### src/rtl/iter_div.sv
// Iterative radix-2 restoring divider: one operand pair in, 32 shift/subtract
// cycles, then a one-cycle {quotient, remainder} valid pulse.
module iter_div #(
  parameter int SIGNED = 1
) (
  input  logic        clk,
  input  logic        rst,
  input  logic [31:0] s_axis_divisor_tdata,
  input  logic        s_axis_divisor_tvalid,
  output logic        s_axis_divisor_tready,
  input  logic [31:0] s_axis_dividend_tdata,
  input  logic        s_axis_dividend_tvalid,
  output logic        s_axis_dividend_tready,
  output logic [63:0] m_axis_dout_tdata,
  output logic        m_axis_dout_tvalid
);

  localparam int DATA_W = 32;

  typedef enum logic [1:0] {IDLE, CALC, DONE} state_t;

  state_t              state_q, state_d;
  logic [4:0]          cnt_q, cnt_d;
  logic [DATA_W-1:0]   rem_q, rem_d;
  logic [DATA_W-1:0]   quo_q, quo_d;
  logic [DATA_W-1:0]   dvs_q, dvs_d;
  logic                qneg_q, qneg_d;
  logic                rneg_q, rneg_d;
  logic [2*DATA_W-1:0] dout_q, dout_d;

  logic                      accept;
  logic signed [DATA_W-1:0]  dvd_s;
  logic signed [DATA_W-1:0]  dvs_s;
  logic                      dvd_neg;
  logic                      dvs_neg;
  logic [DATA_W:0]           trial;
  logic [DATA_W:0]           diff;

  // Two's-complement negate; 32'h8000_0000 maps to itself, which is the
  // correct unsigned magnitude, so no saturation is needed.
  function automatic logic [DATA_W-1:0] cond_neg(input logic [DATA_W-1:0] v,
                                                 input logic              neg);
    return neg ? (~v + DATA_W'(1)) : v;
  endfunction

  always_comb begin
    state_d = state_q;
    cnt_d   = cnt_q;
    rem_d   = rem_q;
    quo_d   = quo_q;
    dvs_d   = dvs_q;
    qneg_d  = qneg_q;
    rneg_d  = rneg_q;
    dout_d  = dout_q;

    dvd_s   = s_axis_dividend_tdata;
    dvs_s   = s_axis_divisor_tdata;
    dvd_neg = (SIGNED != 0) && (dvd_s < 0);
    dvs_neg = (SIGNED != 0) && (dvs_s < 0);
    accept  = s_axis_divisor_tvalid && s_axis_dividend_tvalid;

    // Partial remainder after the left shift, then trial subtract.
    trial = {rem_q, quo_q[DATA_W-1]};
    diff  = trial - {1'b0, dvs_q};

    case (state_q)
      IDLE: begin
        if (accept) begin
          state_d = CALC;
          cnt_d   = '0;
          rem_d   = '0;
          quo_d   = cond_neg(s_axis_dividend_tdata, dvd_neg);
          dvs_d   = cond_neg(s_axis_divisor_tdata, dvs_neg);
          qneg_d  = dvd_neg ^ dvs_neg;
          rneg_d  = dvd_neg;
        end
      end
      CALC: begin
        if (!diff[DATA_W]) begin
          rem_d = diff[DATA_W-1:0];
          quo_d = {quo_q[DATA_W-2:0], 1'b1};
        end else begin
          rem_d = trial[DATA_W-1:0];
          quo_d = {quo_q[DATA_W-2:0], 1'b0};
        end
        cnt_d = cnt_q + 5'd1;
        if (cnt_q == 5'd31) begin
          state_d = DONE;
          dout_d  = {cond_neg(quo_d, qneg_q), cond_neg(rem_d, rneg_q)};
        end
      end
      DONE:    state_d = IDLE;
      default: state_d = IDLE;
    endcase
  end

  always_ff @(posedge clk) begin
    if (rst) begin
      state_q <= IDLE;
      cnt_q   <= '0;
      dout_q  <= '0;
    end else begin
      state_q <= state_d;
      cnt_q   <= cnt_d;
      dout_q  <= dout_d;
    end
  end

  always_ff @(posedge clk) begin
    rem_q  <= rem_d;
    quo_q  <= quo_d;
    dvs_q  <= dvs_d;
    qneg_q <= qneg_d;
    rneg_q <= rneg_d;
  end

  assign s_axis_divisor_tready  = (state_q == IDLE) && !rst;
  assign s_axis_dividend_tready = (state_q == IDLE) && !rst;
  assign m_axis_dout_tvalid     = (state_q == DONE);
  assign m_axis_dout_tdata      = dout_q;

endmodule

### config.mk
export PLATFORM = sky130hd
export DESIGN_NAME = iter_div
export DESIGN_NICKNAME = d
export VERILOG_FILES = /design/src/rtl/iter_div.sv
export SDC_FILE = /design/constraint.sdc
export NUM_CORES = 1
export LEC_CHECK = 0
export ABC_AREA = 1
export BUFFER_PORTS_ARGS = -buffer_cell sky130_fd_sc_hd__buf_2
export CAP_MARGIN = 20
export CORE_UTILIZATION = 55
export DETAILED_ROUTE_END_ITERATION = 8
export PLACE_DENSITY = 0.82
export RECOVER_POWER = 100
export REMOVE_ABC_BUFFERS = 1
export SYNTH_ARGS = -nofsm -noshare
export SYNTH_HDL_FRONTEND = slang
export SYNTH_SLANG_ARGS = --single-unit
### constraint.sdc
create_clock -name clk -period 5 [get_ports clk]
set_input_delay 0.75 -clock clk [delete_from_list [all_inputs] [get_ports clk]]
set_output_delay 0.75 -clock clk [all_outputs]
set_load 0.01 [all_outputs]
### Word level (Yosys, flattened, before mapping)

Index checks and enable logic that the tools add are counted.

| operators by class | value |
|---|---|
| order comparisons | 2 |
| add/sub/neg operators | 6 |
| equality and inequality tests | 5 |
| reductions and logical operators | 9 |
| mux-type cells | 17 |
| bitwise operators | 5 |

Operator list:

| operator | count |
|---|---|
| $mux W32 | 9 |
| $add A32 B1 Y32 const B | 4 |
| $not A32 Y32 | 4 |
| $pmux W32 S2 | 2 |
| $lt A32 B1 Y1 const B | 2 |
| $sub A33 B32 Y33 | 1 |
| $pmux W5 S2 | 1 |
| $reduce_and A2 Y1 | 4 |
| $add A5 B1 Y5 const B | 1 |
| $eq A5 B5 Y1 const B | 1 |
| $mux W5 | 1 |
| $mux W2 | 2 |
| $ne A2 B2 Y1 const B | 2 |
| $pmux W2 S2 | 1 |
| $eq A2 B1 Y1 const B | 1 |
| $eq A2 B2 Y1 const B | 1 |
| $logic_and A1 B1 Y1 | 2 |
| $logic_not A2 Y1 | 1 |
| $reduce_bool A2 Y1 | 1 |
| $logic_not A1 Y1 | 1 |
| $mux W1 | 1 |
| $xor A1 B1 Y1 | 1 |

| word-level totals | value |
|---|---|
| register bits | 169 |
| logic and storage cells | 52 |
| input bits | 68 |

### Logic depth before layout (Yosys ltp)

| depth | value |
|---|---|
| depth in word-level cells | 6 |
| mapped depth | 30 |
| depth with buffers taken out | 28 |

### Least setup slack after synthesis

No wires, ideal clock.

| path | value |
|---|---|
| path type | reg-to-reg |
| from | register quo_q[31] |
| to | register dout_q[60], in the netlist m_axis_dout_tdata[60] |
| stages on the path, launching flop included | 30 |
| setup time | 0.115 ns |
| data required time | 4.885 ns |
| slack | 1.158 ns |
| arrival | 3.726 ns |
| path through | edfxtp_1 > inv_1 > ha_1 > fa_1 > inv_1 > nand2_1 > nand2_1 > nand3_1 > nand2_2 > nand2_1 > nand2_2 > nand2_4 > nand2_4 > nand2_4 > nand2_4 > buf_6 > buf_6 > ha_1 > inv_1 > nor4_1 > nand2_1 > nor3_1 > nand2_1 > inv_1 > nand3_1 > o21ai_0 > o21ai_0 > xor2_1 > o21ai_0 > inv_1 |

| between the ends | value |
|---|---|
| word-level cells in the longest chain between the ends | 6 |

RTL lines:

| item | RTL line | RTL |
|---|---|---|
| start: declaration | 25 | `logic [DATA_W-1:0] quo_q, quo_d;` |
| start signal: assignment | 111 | `quo_q <= quo_d;` |
| $sub A33 B32 Y33 | 64 | `diff = trial - {1'b0, dvs_q};` |
| $mux W1 | 79 | `if (!diff[DATA_W]) begin` |
| $mux W32 | 66 | `case (state_q)` |
| $not A32 Y32 | 43 | `return neg ? (~v + DATA_W'(1)) : v;` |
| $add A32 B1 Y32 | 43 |  |
| $mux W32 | 43 |  |
| end signal: assignment | 105 | `dout_q <= dout_d;` |
| end: declaration | 29 | `logic [2*DATA_W-1:0] dout_q, dout_d;` |

Every way passes these cells. The select of a mux whose other input is x is not followed.
A chain may end at the register's enable or synchronous reset.

### Worst setup path after layout

| path | value |
|---|---|
| from | register dvs_q[0] |
| to | register dout_q[59], in the netlist m_axis_dout_tdata[59] |

| between the ends | value |
|---|---|
| word-level cells in the longest chain between the ends | 6 |

RTL lines:

| item | RTL line | RTL |
|---|---|---|
| start: declaration | 26 | `logic [DATA_W-1:0] dvs_q, dvs_d;` |
| start signal: assignment | 112 | `dvs_q <= dvs_d;` |
| $sub A33 B32 Y33 | 64 |  |
| $mux W1 | 79 |  |
| $mux W32 | 66 |  |
| $not A32 Y32 | 43 |  |
| $add A32 B1 Y32 | 43 |  |
| $mux W32 | 43 |  |

Every way passes these cells. The select of a mux whose other input is x is not followed.

==> impl_metrics.env <==
export IMPL_start_util=0.5604
export IMPL_grt_pass1_wl_um=54600
export IMPL_htreeDepth=4
export IMPL_wl_per_cell_um=15.90
export IMPL_max_stage_delay_ps=760
export IMPL_place_gp_congestion=0.9978
export IMPL_synth_compound_area_share=0.1059
export IMPL_rows=54
export IMPL_synth_seq_cells=169
export IMPL_relSlewSlack=-0.5957
export IMPL_grt_start_max_net_pins=106
export IMPL_synthCells=1779
export IMPL_port_buffers=134
export IMPL_core_region_area_um2=21820
export IMPL_grt_setup_unrepaired="no"
export IMPL_postCtsHoldBufs=0
export IMPL_synth_top_family_by_area="simple AND/OR/NAND/NOR gates"
export IMPL_critPathLaunchType="register"
export IMPL_peakVddDrop_v=0.0002208
export IMPL_syn_area_per_cell_um2=6.874
export IMPL_dieArea_um2=22840
export IMPL_drt_wl_total_um=34780
export IMPL_finClkSkew_ps=11.81
export IMPL_period_share=0.8952
export IMPL_hold_path_class="reg -> reg"
export IMPL_finalCriticalPeriod_ps=4476
export IMPL_final_setup_viol_count=0
export IMPL_syn2layout_area_growth_pct=11.21
export IMPL_drv_cap=3
export IMPL_drt_iter0_drc=1139
export IMPL_cts_max_path_buffers=2
export IMPL_ctsRootBufferMaster="clkbuf_16"
export IMPL_drv_slew=140
export IMPL_layout_cells_non_filler=2187
export IMPL_placed_area_um2=13110
export IMPL_drt_pass1_iter_count=9
export IMPL_leakage_nw=6.525
export IMPL_chipHeight_um=151.1
export IMPL_drcViolationCount=0
export IMPL_multi_input_area_um2=6641
export IMPL_most_common_layout_cells="nand2_1 (540), inv_1 (256), nor2_1 (195)"
export IMPL_p_per_area_nw_per_um2=311.6
export IMPL_worstPathCellList="ha_1, fa_1, inv_1, nand2_1, nand2_1, nand3_1, nand2_1, nand2_1, nand2_2, nand2_4, nand2_4, nand2_4, nand2_4, clkbuf_2, nand3_1, nor4_1, nand3b_1, nand2_1, xor2_1, nand2_1, nand2_1, inv_1"
export IMPL_ys_types=49
export IMPL_setup_slack_ps=523.9
export IMPL_dr_total_vias=11971
export IMPL_antenna_left=0
export IMPL_cts_tree="yes"
export IMPL_grt_overflow_total=0
export IMPL_path_class="reg -> reg"
export IMPL_synth_xor_area_frac=0.07878
export IMPL_hpwl_um=26920
export IMPL_syn_area_um2=12230
export IMPL_grt_pass1_vias=10943
export IMPL_dp_cells=2154
export IMPL_crit_top_cell="nand2_1"
export IMPL_nFillCells=2121
export IMPL_status="finished with violations"
export IMPL_clk_pin_slew_ps=80
export IMPL_setup_worst_path_end_class="register"
export IMPL_post_place_ws_ps=866.3
export IMPL_antenna_found_initial=1
export IMPL_synthAdderAreaFrac=0.04052
export IMPL_fp_dieW_um=151.1
export IMPL_layout_drive_gt1_share=0.07608
export IMPL_synthMuxAreaShare=0
export IMPL_pin_count=135
export IMPL_hold_ws_ps=477.2
export IMPL_nNetsFinal=2000
export IMPL_final_area_um2=13600
export IMPL_worstPathArrival_ps=4820
export IMPL_drt_vias_per_instance=5.474
export IMPL_grt_usage=0.3127
export IMPL_mostFrequentLayoutCell="nand2_1"
export IMPL_worstSkewPairLatency_ps=440
export IMPL_fmax_mhz=223.4
export IMPL_worst_pin_slew_ps=2394
export IMPL_synth_simple_area_share=0.3201
export IMPL_post_cts_buffers=0
export IMPL_postCtsResizedCells=0
export IMPL_yosys_warnings=0
export IMPL_numCtsBuffers=17
export IMPL_seqCellArea_um2=4364
export IMPL_fin_setup_tns_ps=0
export IMPL_ys_seq_area_frac=0.3569
export IMPL_crit_slowest_cell="nor4_1"
export IMPL_worstPathMaxFanout=31
export IMPL_cp_required_ps=5350
export IMPL_violations="max-capacitance violations, max-slew violations"
export IMPL_cts_sinks=169
export IMPL_final_hold_viol_count=0
## cell usage after synthesis (all sizes together)
master	n	area, um2
o211ai	5	37.54
a31oi	7	43.79
nand2	556	2162
dfxtp	71	1421
inv	258	968.4
o41ai	1	8.760
nand3b	14	105.1
o21ai	115	586.8
xnor2	40	350.3
or2	6	40.04
ha	38	475.5
buf	13	88.83
nor2	204	795.8
clkinv	2	7.510
o32ai	1	8.760
a21o	3	22.52
and2	4	25.02
edfxtp	98	2943
nor3	26	130.1
clkbuf	35	131.4
o31ai	4	48.79
o221ai	6	52.55
o21bai	7	52.55
fa	1	20.02
xor2	70	613.1
nand4	18	112.6
o21a	2	15.01
nand3	86	463.0
nor4	12	81.33
a41oi	1	8.760
a21oi	75	409.2
## stage by stage
| step | util | power, mW |
|---|---|---|
| 2_1_floorplan | - | 2.463 |
| 3_3_place_gp | 0.6008 | 2.779 |
| 3_5_place_dp | 0.6008 | 2.796 |
| 4_1_cts | 0.6300 | 4.240 |
| 5_1_grt | 0.6231 | 4.457 |
| 6_report | 0.6232 | 4.238 |
## flip-flops by register name, indices dropped and copies added (netlist names)
name	count
qneg_q	1
dvs_q	32
cnt_q	5
rneg_q	1
m_axis_dout_tdata	64
state_q	2
quo_q	32
rem_q	32
## cell families (layout without fill, tap and decap cells)
kind of cell / Yosys count / count (layout)
AND/OR/NAND/NOR: 926 / 926
flip-flops: 169 / 169
AO/OA/AOI/OAI: 227 / 227
buffers and inverters: 308 / 435
other: 0 / 1
XOR/XNOR: 110 / 110
adder cells (fa/ha/maj): 39 / 39
## metal layers
metal	up-vias	routed length (um)	global-route usage
met4	0	937	0.09900
met2	493	15870	0.4961
met5	-	0	0
li1	5919	-	-
met3	69	2636	0.05843
met1	5490	15330	0.4291
## worst paths after layout
path / startpoint / end / slack, ps / cells after the start
max reg2reg: dvs_q[0] / m_axis_dout_tdata[59] / 520 / 22
min reg2reg: cnt_q[4] / cnt_q[4] / 480 / 2
min: cnt_q[4] / cnt_q[4] / 480 / 2
max: dvs_q[0] / m_axis_dout_tdata[59] / 520 / 22
## power breakdown
| group | switching [mW] | internal, mW | total [mW] |
|---|---|---|---|
| logic | 0.783 | 0.366 | 1.15 |
| clock network | 0.641 | 0.814 | 1.46 |
| registers | 0.0630 | 1.57 | 1.63 |
## layout make-up
class                           count  share of cell area
Multi-Input combinational cell   1302              0.4883
Clock inverter                     14             0.01518
Antenna cell                        1           0.0001840
Clock buffer                       18             0.03155
Tap cell                          280             0.02576
Inverter                          260             0.07176
Timing Repair Buffer              143             0.04637
Sequential cell                   169              0.3209
## critical path, delay by kind of cell, from the launching register on
kind,cells,cell delay [ps]
and+or+nand+nor,16,2480
buffers and inverters,3,700
adders and majority gates,2,620
xor gates and xnor gates,1,170
DFF,1,380
No activity file was read; power rests on OpenSTA's default activity.
